--- config.mk ---
export PLATFORM = sky130hd
export DESIGN_NAME = nvme_fifo_wr_arb
export DESIGN_NICKNAME = d
export VERILOG_FILES = /design/src/rtl/nvme_fifo_wr_arb.sv
export SDC_FILE = /design/constraint.sdc
export NUM_CORES = 1
export LEC_CHECK = 0
export CELL_PAD_IN_SITES_DETAIL_PLACEMENT = 1
export CELL_PAD_IN_SITES_GLOBAL_PLACEMENT = 1
export CORE_UTILIZATION = 17
export CTS_CLUSTER_SIZE = 40
export DETAILED_ROUTE_END_ITERATION = 16
export PLACE_DENSITY_LB_ADDON = 0.1
export SLEW_MARGIN = 10
export SYNTH_ARGS = -nofsm -noshare
export SYNTH_HDL_FRONTEND = slang
export SYNTH_SLANG_ARGS = --single-unit
--- constraint.sdc ---
create_clock -name clk -period 1.8 [get_ports clk]
set_input_delay 0.36 -clock clk [delete_from_list [all_inputs] [get_ports clk]]
set_output_delay 0.36 -clock clk [all_outputs]
set_load 0.005 [all_outputs]
--- src/rtl/nvme_fifo_wr_arb.sv ---
// Round-robin arbiter sharing one async-FIFO write port among nreq packet sources.
// A grant is held from the first beat of a packet until its accepted last beat.
module nvme_fifo_wr_arb #(
  parameter int nreq      = 4,
  parameter int idw       = 2,
  parameter int dwidth    = 64,
  parameter int max_beats = 16
) (
  input  logic                     clk,
  input  logic                     reset_n,
  input  logic [nreq-1:0]          req_valid,
  input  logic [nreq*dwidth-1:0]   req_data,
  input  logic [nreq-1:0]          req_last,
  output logic [nreq-1:0]          req_ready,
  output logic                     fifo_write,
  output logic [dwidth+idw:0]      fifo_wdata,
  input  logic                     fifo_wfull,
  input  logic                     fifo_wafull,
  output logic                     busy,
  output logic [idw-1:0]           grant_id,
  output logic                     err_len
);

  typedef enum logic {IDLE, GRANT} state_t;

  state_t            state;
  logic [idw-1:0]    rr_ptr;
  logic [7:0]        beat_cnt;
  logic [idw-1:0]    winner;
  logic              found;
  logic [dwidth-1:0] data_arr [nreq];
  logic              g_valid;
  logic              g_last;
  logic [dwidth-1:0] g_data;

  always_comb begin
    for (int i = 0; i < nreq; i++) data_arr[i] = req_data[i*dwidth +: dwidth];
    g_valid = req_valid[grant_id];
    g_last  = req_last[grant_id];
    g_data  = data_arr[grant_id];
  end

  // First pass covers rr_ptr..nreq-1, second pass wraps around to 0.
  always_comb begin
    winner = '0;
    found  = 1'b0;
    for (int i = 0; i < nreq; i++) begin
      if (!found && req_valid[i] && (idw'(i) >= rr_ptr)) begin
        winner = idw'(i);
        found  = 1'b1;
      end
    end
    for (int i = 0; i < nreq; i++) begin
      if (!found && req_valid[i]) begin
        winner = idw'(i);
        found  = 1'b1;
      end
    end
  end

  // Handshake: a beat transfers in the cycle where req_valid[i] & req_ready[i];
  // only the granted requester sees ready, and only while the FIFO is not full.
  always_comb begin
    req_ready  = '0;
    fifo_write = 1'b0;
    fifo_wdata = '0;
    if (state == GRANT) begin
      req_ready[grant_id] = ~fifo_wfull;
      fifo_write          = g_valid & ~fifo_wfull;
      fifo_wdata          = {g_last, grant_id, g_data};
    end
  end

  always_ff @(posedge clk or negedge reset_n) begin
    if (!reset_n) begin
      state    <= IDLE;
      rr_ptr   <= '0;
      grant_id <= '0;
      beat_cnt <= '0;
      err_len  <= 1'b0;
      busy     <= 1'b0;
    end else begin
      case (state)
        IDLE: begin
          if (found && !fifo_wafull) begin
            state    <= GRANT;
            busy     <= 1'b1;
            grant_id <= winner;
            beat_cnt <= '0;
          end
        end
        GRANT: begin
          // wafull is deliberately ignored here so a started packet always completes.
          if (fifo_write) begin
            if (beat_cnt != 8'hff) beat_cnt <= beat_cnt + 8'd1;
            if (beat_cnt == 8'(max_beats)) err_len <= 1'b1;
            if (g_last) begin
              state  <= IDLE;
              busy   <= 1'b0;
              rr_ptr <= (grant_id == idw'(nreq-1)) ? '0 : grant_id + idw'(1);
            end
          end
        end
      endcase
    end
  end

endmodule

Yosys cells after proc, flatten, opt, wreduce, memory -nomap -nowiden --
Cells that the tools add are included.
Word-level totals: output and inout port bits 76, bits of input ports 268, register bits 15
Operators by class: muxes and demuxes 40, bitwise logic cells 5, order comparisons 7, reductions and logical operators 26, equality and inequality tests 7, add/subtract/negate cells 2
Operators with widths (number):
- binary-select mux 64 bit (select 2 bit) | 1
- two-way mux 64 bit | 2
- two-way mux 67 bit | 1
- two-way mux 8 bit | 3
- two-way mux 1 bit | 19
- case mux 8 bit (2 select lines) | 1
- two-way mux 2 bit | 7
- logical AND 1 bit | 13
- AND reduction 3 bit | 4
- adder 8 x 1 -> 8 bit (second input constant) | 1
- == test 8 x 5 -> 1 bit (second input constant) | 1
- logical NOT 1 bit | 8
- != test 8 bit (second input constant) | 1
- AND 4 bit | 1
- binary-select mux 1 bit (select 2 bit) | 2
- >= comparator 1 x 2 -> 1 bit (first input constant) | 2
- >= comparator 2 bit (first input constant) | 2
- two-way mux 4 bit | 1
- != test 2 x 1 -> 1 bit (second input constant) | 2
- != test 2 bit (second input constant) | 2
- case mux 1 bit (2 select lines) | 2
- >= comparator 3 bit (second input constant) | 1
- < comparator 2 x 3 -> 1 bit (second input constant) | 1
- NOT 2 -> 3 bit | 1
- other kinds (7) | 8

Logic depth before layout (Yosys ltp) --
depth in word-level cells 30, mapped depth 6

Worst setup path after synthesis --
Ideal clock, no wire load.
kind reg2out, from register grant_id[0], to output port fifo_wdata[25], stages on the path, launching flop included 6, setup slack -0.229 ns, arrival time 1.669 ns, cells stage by stage dfrtp_1 buf_6 buf_4 buf_2 mux4_2 and2_1
Between the ends: word-level cells in the longest chain between the ends 5
RTL lines:
- start, declared | RTL line 20 | output logic [idw-1:0] grant_id,
- start signal, assigned | RTL line 88 | grant_id <= winner;
- NOT 2 -> 3 bit (implied by the code) | RTL line 40 | g_data = data_arr[grant_id];
- binary-select mux 64 bit (select 2 bit) | RTL line 40
- two-way mux 64 bit (implied by the code) (2 in series) | RTL line 40
- two-way mux 67 bit | RTL line 67 | if (state == GRANT) begin
- end, declared | RTL line 16 | output logic [dwidth+idw:0] fifo_wdata,
Every way passes these cells. The select of a mux whose other input is x is not followed.

Worst setup path after layout --
from register grant_id[0], to output port fifo_wdata[21]
The elaborated chain is that of the path after synthesis.

==> results.txt <==
- Initial Util: 17.3%
- At the end of routability-driven placement, the weighted congestion stood at 0.814.
- Root buf cell: sky130_fd_sc_hd__clkbuf_16
- After clock tree synthesis, the clock-pin slew on the worst setup and hold paths is 0.05 ns.
- Dividing total power by cell area gives a power density of 1250 nW/um^2.
- For the pin with the worst max-slew slack, the measured transition is 0.404 ns.
* Die span in x: 134 um
* Peak supply drop: 0.000692 V
- Crit path capture type: output pin
- Summed over all failing endpoints, the final setup total negative slack is -25.40 ns.
- Before antenna repair, the detailed router went through 4 iterations.
* Number of max-slew violations in the final report: 0
- Routed length per instance: 21.7 um
- Clock group share of total power: 4.4%
* Number of distinct library cells after synthesis: 43
- Worst-case clock skew: 0.00513 ns
- Fmax achieved: 448 MHz
- In the final design database the tool counted 928 nets.
- Once detail routing completed, the nets flagged for antenna violations numbered 0.
- Summing all placed instances gives a cell area of 6970 um^2.
* Switch Pwr: 3.30 mW
* CTS tree: done
- Data on the critical path arrives at its endpoint at 1.87 ns.
- Clock tree synthesis found a total of 15 sinks.
- The flow ran to the end, but the final reports show violations.
- Setup repair after global routing missed its margin: true
- The routed design has 19.1 mm of wire.
* Total of endpoints with negative setup slack in the final report: 84
* Total power draw: 9.85 mW
* Data required time of the critical path: 1.44 ns
- Floorplan die area: 18100 um^2
- Ratio of final minimum period to clock period: 124%
* Switching portion of total power: 33.5%
- Die height: 134 um
* Seq pwr share: 6.3%
- Fraction of synthesized cell area taken by the top area cell type: 49.9%
* Post-Syn Instances: 253
- Total routing resource utilization after global routing: 20.3%
- Using the TritonRoute via totals, the vias-per-cell ratio works out to 4.48.
* Share of final-layout standard cells stronger than drive strength 1: 44.6%
* Cells taking the most area after synthesis: sky130_fd_sc_hd__mux4_2 (50%), sky130_fd_sc_hd__and2_1 (15%), sky130_fd_sc_hd__dfrtp_1 (13%), sky130_fd_sc_hd__ha_1 (2.5%), sky130_fd_sc_hd__nor4b_2 (1.5%)
- Total standard cell area after synthesis: 2980 um^2
- No sink is reached through more buffers than the 2 on the longest clock path.
- After synthesis, flip-flops and latches occupy 12.6% of the total area.
* Crit start category: register
- For this run the aggregate overflow at the end of global routing stands at 0.
- The via count of the first global-routing pass is 4309.
- For this block, the initial DRC count from the detailed router was 59.
- The final reports fail on setup timing.
* Average size of a mapped cell: 11.8 um^2
* First-pass GRT wire length: 27.6 mm
- Power Internal: 6.55 mW
* Yosys top cell by area: sky130_fd_sc_hd__mux4_2
- The number of antenna violations at the first check in global routing came to 4.
- The Yosys step of the flow raised 0 warnings.
- Combinational cell fraction of total power: 89.2%
- The later pin in the worst-skew pair is clocked with a latency of 0.24 ns.
* Number of top-level pins: 344
* Minimum setup slack in the final design: -0.434 ns
- Headroom to the max-slew limit: 73.0%
- Minimum clock period after layout: 2.23 ns
* Number of max-capacitance violations reported: 0
- The initialized floorplan defines 48 standard-cell rows.
* H-tree depth: 1
* Clock buffer count from CTS: 3
- After synthesis the netlist holds a flip-flop and latch count of 15.
- Post-detailed-route DRC marker count: 0
- Along the worst path, the maximum fanout reaches 7.
- Core area: 17200 um^2
- Summed over all nets, the half-perimeter wirelength after detailed placement is 15.2 mm.
- Summing all non-filler instances in the final layout gives an area of 7850 um^2.
* Worst setup path category: reg -> out
- Static power due to leakage: 3.20 nW
- Entering global routing, the biggest net connects 46 pins.
- Min-delay worst type: in -> async
- Hold Fails Final Rpt: 0
* Synthesized netlist net count: 527
- Input/output buffers: 343
- The routed layout has 3951 vias.
- Relative to the synthesized area, the layout overhead comes to 163%.
- CTS Hold Bufs: 0
final timing paths:
path	startpoint	to	slack, ns	cells past startpoint
worst max-delay path	grant_id[0]	fifo_wdata[21]	-0.43	6
worst min-delay path	reset_n	rr_ptr[0]	0.46	2
worst max register to register	grant_id[0]	rr_ptr[1]	-0.25	7
worst min register to register	busy	busy	0.48	1
max in group asynchronous	reset_n	grant_id[0]	1.12	2
min in group clk	busy	busy	0.48	1
layout make-up:
type	instances	area, um^2
fillers	1840	9330
repair buffers	421	4360
multi-input cells	206	2710
flip-flops and latches	15	382
well taps	225	282
clock buffers	3	75.1
inverters	7	35.0
diodes	3	7.51
clock inverters	1	5.00
repair_timing:
| item | CTS | global route |
|---|---|---|
| setup buffers | 32 | 8 |
| gates resized for setup | 411 | 53 |
| cloned | 7 | 0 |
| endpoints found under the setup margin | 86 | 87 |
| pin swaps | 39 | 8 |
metal layers:
metal | vias up | wire length, um | global-route usage (%)
met5 | - | 13 | 0
met4 | 2 | 320 | 3.62
met3 | 20 | 1190 | 3.82
met2 | 159 | 10100 | 37.9
met1 | 1965 | 7430 | 24.2
li1 | 1805 | - | -
per-stage QoR:
stage / instances / hold WS, ns / util, % / worst slack [ns]
6_report: 881 / 0.462 / 45.7 / -0.434
5_1_grt: 881 / 0.500 / 45.7 / -0.472
2_1_floorplan: 253 / 0.0644 / - / -0.0679
3_3_place_gp: 836 / 0.460 / 40.6 / -0.439
4_1_cts: 875 / 0.455 / 44.5 / -0.433
3_5_place_dp: 836 / 0.468 / 40.6 / -0.471
Yosys cell counts, drive strengths merged:
master  count
clkbuf     10
nand3       5
and2       71
nor2        5
a41o        1
and3        2
nor4b       4
o22ai       1
mux2i       2
nand2b      2
a311o       2
o211ai      1
a21o        3
a32oi       1
nor3        3
xnor2       1
a21oi       1
xor2        2
mux4       66
a211o       1
inv         7
nand2       7
o31ai       1
nor4        2
dfrtp      15
nand4       1
o41ai       1
buf        15
o21ai       5
o211a       1
a22o        2
nor2b       3
ha          6
mux2        2
o311ai      1
worst max-delay path, cell delays in order (launching register included):
cell	delay [ns]
sky130_fd_sc_hd__dfrtp_4	0.51
sky130_fd_sc_hd__buf_6	0.16
sky130_fd_sc_hd__buf_12	0.14
sky130_fd_sc_hd__buf_6	0.11
sky130_fd_sc_hd__mux4_2	0.42
sky130_fd_sc_hd__and2_4	0.17
sky130_fd_sc_hd__buf_6	0.11
layout by cell type (no fill, tap or decap), drive strengths merged, types with 6 or more instances in the layout:
master         netlist  routed
ha                   6       6
dfrtp               15      15
clkdlybuf4s50        0     270
inv                  7       6
mux4                66      66
nand2                7       7
and2                71      71
buf                 15     149
flip-flops by register name (all words and copies together), names as in the netlist:
name,count
beat_cnt,8
busy,1
grant_id,2
state,1
err_len,1
rr_ptr,2
cell families (layout without fill, tap and decap cells):
| group | count (synthesis) | count (layout) | synth area share, % |
|---|---|---|---|
| buffers and inverters | 32 | 432 | 5.12 |
| muxes | 70 | 70 | 51.3 |
| other | 0 | 3 | 0 |
| adders and majority gates | 6 | 6 | 2.52 |
| xor gates and xnor gates | 3 | 3 | 0.882 |
| DFF | 15 | 15 | 12.6 |
| AOI/OAI and AO/OA | 22 | 22 | 5.71 |
| and+or+nand+nor | 105 | 105 | 21.8 |
power groups by stage:
stage	Sequential (mW)	Combinational, mW	Clock, mW
floorplan	0.582	3.33	0
global placement	0.634	6.85	0
detailed placement	0.643	6.92	0
CTS	0.624	8.38	0.446
global route	0.645	9.39	0.460
finish	0.625	8.79	0.438
Note: power is estimated with default switching activity, not from simulation.
